### src/rtl/dmem_access_unit_pkg.sv
// Shared types for the MEM-stage data-memory access unit: funct3 encodings,
// FSM state and the registered request word.
package dmem_access_unit_pkg;
  localparam int WORD_W    = 32;
  localparam int NUM_LANES = 4;
  localparam int LANE_W    = 8;

  typedef enum logic [2:0] {
    F3_LB  = 3'b000,
    F3_LH  = 3'b001,
    F3_LW  = 3'b010,
    F3_LBU = 3'b100,
    F3_LHU = 3'b101
  } load_funct3_t;

  typedef enum logic [2:0] {
    F3_SB = 3'b000,
    F3_SH = 3'b001,
    F3_SW = 3'b010
  } store_funct3_t;

  typedef enum logic [1:0] {
    IDLE  = 2'd0,
    BUSY  = 2'd1,
    HOLD  = 2'd2,
    DRAIN = 2'd3
  } dmem_state_t;

  typedef struct packed {
    logic [WORD_W-1:0]    addr;
    logic [NUM_LANES-1:0] wmask;
    logic [WORD_W-1:0]    wdata;
    logic [2:0]           funct3;
    logic                 is_read;
  } mem_req_t;

  // funct3[1:0] encodes access size for both loads and stores
  function automatic logic is_misaligned(input logic [1:0] size, input logic [1:0] off);
    case (size)
      2'b01:   return off[0];
      2'b10:   return off != 2'b00;
      default: return 1'b0;
    endcase
  endfunction
endpackage

### src/rtl/dmem_lane_fmt.sv
// Byte-lane formatting: store mask/data alignment and load extract/extend.
// Purely combinational.
module dmem_lane_fmt
  import dmem_access_unit_pkg::*;
(
  input  logic [1:0]           st_size,
  input  logic [1:0]           st_off,
  input  logic [WORD_W-1:0]    st_data,
  output logic [NUM_LANES-1:0] st_mask,
  output logic [WORD_W-1:0]    st_wdata,
  input  logic [2:0]           ld_funct3,
  input  logic [1:0]           ld_off,
  input  logic [WORD_W-1:0]    ld_raw,
  output logic [WORD_W-1:0]    ld_data
);
  logic [NUM_LANES-1:0][LANE_W-1:0] ld_lanes;
  logic [LANE_W-1:0]                ld_b;
  logic [2*LANE_W-1:0]              ld_h;

  assign ld_lanes = ld_raw;

  always_comb begin
    case (st_size)
      2'b00:   st_mask = 4'b0001 << st_off;
      2'b01:   st_mask = 4'b0011 << st_off;
      default: st_mask = 4'b1111;
    endcase
    st_wdata = st_data << {st_off, 3'b000};
  end

  always_comb begin
    ld_b = ld_lanes[ld_off];
    ld_h = ld_off[1] ? ld_raw[31:16] : ld_raw[15:0];
    case (load_funct3_t'(ld_funct3))
      F3_LB:   ld_data = {{24{ld_b[7]}}, ld_b};
      F3_LBU:  ld_data = {24'd0, ld_b};
      F3_LH:   ld_data = {{16{ld_h[15]}}, ld_h};
      F3_LHU:  ld_data = {16'd0, ld_h};
      default: ld_data = ld_raw;
    endcase
  end
endmodule

### src/rtl/dmem_access_unit.sv
// MEM-stage data-memory access unit: runs the request/response handshake,
// formats load/store data and stalls the pipeline until MEM/WB takes the result.
module dmem_access_unit
  import dmem_access_unit_pkg::*;
#(
  parameter int XLEN         = 32,
  parameter int DMEM_TIMEOUT = 0
) (
  input  logic            clk,
  input  logic            rst,
  input  logic            in_valid,
  input  logic            in_dmem_read,
  input  logic            in_dmem_write,
  input  logic [2:0]      in_funct3,
  input  logic [XLEN-1:0] in_addr,
  input  logic [XLEN-1:0] in_wdata,
  input  logic            flush,
  input  logic            wb_ready,
  output logic [XLEN-1:0] dmem_address,
  output logic            dmem_read,
  output logic            dmem_write,
  output logic [3:0]      dmem_wmask,
  output logic [XLEN-1:0] dmem_wdata,
  input  logic [XLEN-1:0] dmem_rdata,
  input  logic            dmem_resp,
  output logic            stall,
  output logic            out_valid,
  output logic [XLEN-1:0] out_rdata,
  output logic            out_misaligned,
  output logic            out_timeout
);
  dmem_state_t          state;
  mem_req_t             req;
  mem_req_t             new_req;
  logic                 accept;
  logic                 misal;
  logic [NUM_LANES-1:0] st_mask;
  logic [WORD_W-1:0]    st_wdata;
  logic [WORD_W-1:0]    ld_data;

  dmem_lane_fmt u_fmt (
    .st_size   (in_funct3[1:0]),
    .st_off    (in_addr[1:0]),
    .st_data   (in_wdata),
    .st_mask   (st_mask),
    .st_wdata  (st_wdata),
    .ld_funct3 (req.funct3),
    .ld_off    (req.addr[1:0]),
    .ld_raw    (dmem_rdata),
    .ld_data   (ld_data)
  );

  assign accept = (state == IDLE) & in_valid & (in_dmem_read | in_dmem_write) & ~flush;
  assign misal  = is_misaligned(in_funct3[1:0], in_addr[1:0]);

  // a read+write combination is treated as a read
  always_comb begin
    new_req         = '0;
    new_req.addr    = in_addr;
    new_req.funct3  = in_funct3;
    new_req.is_read = in_dmem_read;
    if (!in_dmem_read) begin
      new_req.wmask = st_mask;
      new_req.wdata = st_wdata;
    end
  end

  assign dmem_address = {req.addr[31:2], 2'b00};
  assign dmem_wmask   = req.wmask;
  assign dmem_wdata   = req.wdata;

  assign stall = ~rst & (accept | (state == BUSY) | (state == DRAIN) |
                         ((state == HOLD) & ~wb_ready));

  always_ff @(posedge clk or posedge rst) begin
    if (rst) begin
      state          <= IDLE;
      req            <= '0;
      dmem_read      <= 1'b0;
      dmem_write     <= 1'b0;
      out_valid      <= 1'b0;
      out_rdata      <= '0;
      out_misaligned <= 1'b0;
    end else begin
      case (state)
        IDLE: if (accept) begin
          if (misal) begin
            state          <= HOLD;
            out_valid      <= 1'b1;
            out_misaligned <= 1'b1;
            out_rdata      <= '0;
          end else begin
            state      <= BUSY;
            req        <= new_req;
            dmem_read  <= in_dmem_read;
            dmem_write <= ~in_dmem_read;
          end
        end
        BUSY: begin
          if (dmem_resp) begin
            dmem_read  <= 1'b0;
            dmem_write <= 1'b0;
            req        <= '0;
            if (flush) begin
              state <= IDLE;
            end else begin
              state     <= HOLD;
              out_valid <= 1'b1;
              out_rdata <= req.is_read ? ld_data : '0;
            end
          end else if (flush) begin
            state <= DRAIN;
          end
        end
        // request stays on the bus until memory answers; the answer is dropped
        DRAIN: if (dmem_resp) begin
          state      <= IDLE;
          dmem_read  <= 1'b0;
          dmem_write <= 1'b0;
          req        <= '0;
        end
        HOLD: if (flush | wb_ready) begin
          state          <= IDLE;
          out_valid      <= 1'b0;
          out_misaligned <= 1'b0;
          out_rdata      <= '0;
        end
        default: state <= IDLE;
      endcase
    end
  end

  generate
    if (DMEM_TIMEOUT > 0) begin : g_to
      localparam int CW = (DMEM_TIMEOUT > 1) ? $clog2(DMEM_TIMEOUT + 1) : 1;
      logic [CW-1:0] cnt;

      always_ff @(posedge clk or posedge rst) begin
        if (rst) begin
          cnt         <= '0;
          out_timeout <= 1'b0;
        end else if ((state == BUSY) || (state == DRAIN)) begin
          if (cnt != CW'(DMEM_TIMEOUT)) cnt <= cnt + 1'b1;
          if (cnt == CW'(DMEM_TIMEOUT - 1)) out_timeout <= 1'b1;
        end else begin
          cnt <= '0;
        end
      end
    end else begin : g_no_to
      assign out_timeout = 1'b0;
    end
  endgenerate
endmodule

### config.mk
export PLATFORM = sky130hd
export DESIGN_NAME = dmem_access_unit
export DESIGN_NICKNAME = d
export VERILOG_FILES = /design/src/rtl/dmem_access_unit_pkg.sv /design/src/rtl/dmem_lane_fmt.sv /design/src/rtl/dmem_access_unit.sv
export SDC_FILE = /design/constraint.sdc
export NUM_CORES = 1
export LEC_CHECK = 0
export BUFFER_PORTS_ARGS = -buffer_cell sky130_fd_sc_hd__buf_2
export CORE_UTILIZATION = 50
export CTS_BUF_LIST = sky130_fd_sc_hd__clkbuf_8
export CTS_CLUSTER_DIAMETER = 100
export DETAILED_ROUTE_END_ITERATION = 8
export GPL_TIMING_DRIVEN = 0
export HOLD_SLACK_MARGIN = 0.05
export PLACE_DENSITY = 0.84
export SLEW_MARGIN = 30
export SYNTH_ARGS = -nofsm -noshare
export SYNTH_HDL_FRONTEND = slang
export SYNTH_HIERARCHICAL = 1
export SYNTH_SLANG_ARGS = --single-unit
### constraint.sdc
create_clock -name clk -period 4.2 [get_ports clk]
set_clock_uncertainty 0.2 [all_clocks]
set_input_delay 0.84 -clock clk [delete_from_list [all_inputs] [get_ports clk]]
set_output_delay 0.84 -clock clk [all_outputs]
set_load 0.1 [all_outputs]
; Yosys cells after proc, flatten, opt, wreduce, memory -nomap -nowiden
; Index checks and enable logic that the tools add are counted.
[word_totals]
regBits = 110
input_bits = 107
output_inout_bits = 106
word_cells = 98
[classes]
n_lt_le_gt_ge = 1
eq_ne = 17
shift = 3
muxes = 40
bitwise_logic = 14
reduce_logical = 12
[ops]
columns = cell, count
row1 = $mux W72, 3
row2 = $mux W32, 6
row3 = $pmux W72 S2, 1
row4 = $pmux W32 S4, 1
row5 = $pmux W32 S3, 1
row6 = $mux W36, 1
row7 = $shl A32 B5 Y32, 1
row8 = $bmux W8 S2, 1
row9 = $mux W16, 1
row10 = $mux W2, 7
row11 = $ne A2 B2 Y1 const B, 6
row12 = $reduce_and A4 Y1, 3
row13 = $mux W1, 10
row14 = $mux W8, 1
row15 = $pmux W1 S2, 4
row16 = $pmux W2 S4, 1
row17 = $pmux W4 S2, 1
row18 = $eq A2 B2 Y1 const B, 3
row19 = $eq A3 B3 Y1 const B, 2
row20 = $reduce_and A6 Y1, 1
row21 = $reduce_bool A2 Y1, 3
row22 = $and A1 B1 Y1, 5
row23 = $or A1 B1 Y1, 5
row24 = $eq A2 B1 Y1 const B, 2
row25 = 12 further kinds, 17

; Depth between registers and ports, before layout
[depth]
ltp_word = 8
ltp_mapped = 8
ltp_nobuf = 6

; Cells and area by module
; The synthesis kept the hierarchy.
[by_module_without_submodules]
columns = mod, instances, cells_per_inst, area_per_inst_um2, seq_area_each_um2
row1 = dmem_access_unit, 1, 413, 4909.7, 2727.6
row2 = dmem_lane_fmt, 1, 210, 1262.5, 0.0

; Worst setup path after synthesis
; OpenSTA, ideal clock, no wires.
[synth_path]
kind = input to output
start = input flush
end = output stall
arrival_time_ns = 3.155
required_time_ns = 3.160
slack_ns = 0.005
path_stages = 5
n_path_buf = 1
path_cell_list = or4b_4 > nor2_1 > clkbuf_1 > nor2_1 > nor2_1
[synth_via]
elab_chain_cells = 6
[synth_lines]
columns = element, line
row1 = from (decl), dmem_access_unit.sv:17  ; input logic flush,
row2 = $not A1 Y1, dmem_access_unit.sv:53  ; assign accept = (state == IDLE) & in_valid & (in_dmem_read | in_dmem_write) & ~flush;
row3 = $and A1 B1 Y1, dmem_access_unit.sv:53
row4 = $or A1 B1 Y1 (3 in a row), dmem_access_unit.sv:72  ; assign stall = ~rst & (accept | (state == BUSY) | (state == DRAIN) |
row5 = $and A1 B1 Y1, dmem_access_unit.sv:72
row6 = to (decl), dmem_access_unit.sv:26  ; output logic stall,
; Every way passes these cells.

; Worst setup path after layout
; Ends and elaborated chain as after synthesis.

==> impl_metrics.json <==
{
  "rows": 40,
  "area_growth_pct": 24.0,
  "slew_headroom": 0.458,
  "clk_pin_slew_ns": 0.12,
  "avgSynthCellArea_um2": 9.91,
  "crit_required_ns": 3.16,
  "netlist_area_um2": 6170,
  "crit_chain": "buf_2, or4b_4, nor2_1, clkbuf_1, nor2_1, nor2_1, buf_2",
  "slowest_stage": "or4b_4",
  "yosys-top-cells-area": "dfrtp_1 (44%), a22o_1 (11%), buf_4 (8.4%)",
  "crit_arrival_ns": 2.81,
  "numPortBuffers": 209,
  "endpoint": "stall",
  "cp-startpoint": "flush",
  "cts-resized-gates": 0,
  "postCtsSetupRepairBufs": 0,
  "grt_pass1_wl_um": 26700,
  "critPathLaunchType": "input port",
  "clockBufferDepth": 2,
  "dp_hpwl_um": 12700,
  "max_stage_delay_ns": 0.49,
  "fp.dieH_um": 113,
  "drv_cap": 0,
  "async_flop_share": 1.00,
  "vdd_drop_max_mv": 0.467,
  "start_util": 0.514,
  "cts_root_buffer": "clkbuf_8",
  "insertion_delay_ns": 0.39,
  "place_area_um2": 7440,
  "grt_usage": 0.269,
  "worstSetupPathType": "input port to output pin",
  "finalHoldViolations": 0,
  "grt_max_degree": 56,
  "rsz0062_at_grt": "no",
  "reg2reg_from": "state[0]$_DFFE_PP0P_",
  "core_um2": 12000,
  "crit_fanout": 10,
  "synth_edf_count": 0,
  "synth_top_area_share": 0.442,
  "clock.fmax_mhz": 260,
  "synth_seq_cells": 109,
  "drive_gt1_frac": 0.378,
  "cp-end-kind": "output pin",
  "cts_hold_buf": 0,
  "antenna_found_initial": 1,
  "drt_iter0_markers": 415,
  "fin_total_pwr_mw": 5.75,
  "viasPerCell": 5.64,
  "ant_nets": 0,
  "worstMarginPinSlew_ns": 0.812,
  "finish.instance_area_um2": 7650,
  "setup-violations-final": 0,
  "boundaryPins": 213,
  "fin_setup_tns_ns": 0,
  "finalWirelength_um": 17000,
  "ys_warn_count": 6,
  "cts_buffers": 9,
  "grt_pass1_vias": 5281,
  "p_leak_nw": 4.31,
  "ys_seq_area_frac": 0.442,
  "syn_inst": 623,
  "dp_slack_ns": 0.366,
  "grt_overflow": 0,
  "htree_levels": 3,
  "wire_per_inst_um": 17.0,
  "clock-sinks": 109,
  "fin_crit_ns": 3.85,
  "gp_congestion": 0.937,
  "status": "finished clean",
  "worst_path_most_repeated_cell": "nor2_1",
  "hp-class": "input port to async pin",
  "die_x_um": 113,
  "synth_cell_types": 46,
  "drtPass1Iterations": 6,
  "r2r_slack_ns": 1.53,
  "yosys.area.top_type": "dfrtp_1",
  "fin_crit_sh": 0.916,
  "die-area_um2": 12800,
  "r2r-end": "out_rdata[7]$_DFFE_PP0P_",
  "drc": 0,
  "nets": 955,
  "worst_hold_slack_ns": 0.276,
  "worst_slack_ns": 0.353,
  "cts_tree": "built",
  "ys.flop_type": "dfrtp_1",
  "vias": 5636,
  "reg2reg_depth": 6,
  "powerDensity_nw_per_um2": 752,
  "drv_slew": 0
}
[report_power, final]
group	leakage, nW	internal [mW]	switching (mW)	total [mW]
Combinational	2.75	0.936	2.68	3.61
Sequential	1.47	1.31	0.159	1.46
Clock	0.0980	0.284	0.388	0.672
[placed cells by master, fill, tap and decap left out, types with 5 or more instances in the layout]
| master | netlist | routed |
|---|---|---|
| buf_2 | 8 | 217 |
| a221o_1 | 5 | 5 |
| mux2i_1 | 23 | 23 |
| a221oi_1 | 29 | 29 |
| nor3_1 | 6 | 6 |
| clkbuf_8 | 0 | 9 |
| clkbuf_1 | 33 | 33 |
| o21ai_0 | 21 | 21 |
| inv_1 | 51 | 50 |
| a211oi_1 | 9 | 9 |
| and2_1 | 9 | 9 |
| dfrtp_1 | 109 | 109 |
| a21o_1 | 30 | 30 |
| nor2_1 | 29 | 29 |
| a22o_1 | 81 | 81 |
| nor2b_1 | 12 | 12 |
| nand2_1 | 18 | 18 |
| buf_4 | 69 | 69 |
| buf_6 | 6 | 6 |
| a22oi_1 | 6 | 6 |
| a21oi_1 | 33 | 33 |
[cells by family after synthesis]
logic type	count (synthesis)	synth area share
other	1	0.000608
DFF	109	0.442
AOI/OAI and AO/OA	230	0.286
and+or+nand+nor	86	0.0710
adders and majority gates	2	0.00405
buffers and inverters	169	0.154
muxes	26	0.0432
[metrics by stage]
stage                util  cells
floorplan               -    625
global placement    0.617    981
detailed placement  0.620    982
CTS                 0.637    998
global route        0.637    999
finish              0.637    999
[Yosys cell counts, drive strengths merged (3+ instances only)]
cell,number
dfrtp,109
buf,84
a22o,82
inv,52
a21oi,33
clkbuf,33
a21o,30
nor2,30
a221oi,29
mux2i,24
o21ai,22
nand2,18
nor2b,12
a211oi,10
and2,9
a22oi,6
nor3,6
a221o,5
o21bai,4
or2,3
[metal layers]
layer	wire length, µm	track usage	part of all wire	up-vias
met2	7920	0.429	0.47	306
met4	711	0.136	0.042	0
met1	7170	0.348	0.42	2667
li1	-	-	-	2614
met3	1220	0.0536	0.071	49
met5	0	0	0	-
[critical path: cells and delay by family]
| kind | cells | cell delay (ns) |
|---|---|---|
| and+or+nand+nor | 4 | 0.98 |
| buffers and inverters | 3 | 0.98 |
[worst min-delay path by stage]
| stage | end | slack [ns] | depth (start not counted) |
|---|---|---|---|
| floorplan | req[2]$_DFFE_PP0P_ | 0.26 | 1 |
| global placement | dmem_write$_DFFE_PP0P_ | 0.26 | 1 |
| detailed placement | dmem_write$_DFFE_PP0P_ | 0.27 | 1 |
| CTS | dmem_write$_DFFE_PP0P_ | 0.29 | 1 |
| global route | dmem_address[21]$_DFFE_PP0P_ | 0.31 | 2 |
| finish | dmem_address[18]$_DFFE_PP0P_ | 0.28 | 2 |
[flip-flops by register name, indices dropped and copies added, names as in the netlist]
name	flops
req	6
out_valid	1
dmem_address	30
out_rdata	32
dmem_wmask	4
state	2
out_misaligned	1
dmem_write	1
dmem_wdata	32
[final cells by class]
cell class                      count  area [µm²]
Timing Repair Buffer              210        1070
Clock buffer                        9         124
Antenna cell                        1        2.50
Clock inverter                      7        82.6
Multi-Input combinational cell    347        2500
Buffer                            117         753
Sequential cell                   109        2730
Inverter                           52         200
Fill cell                        1037        4360
Tap cell                          147         184
(Power assumes the default switching activity.)
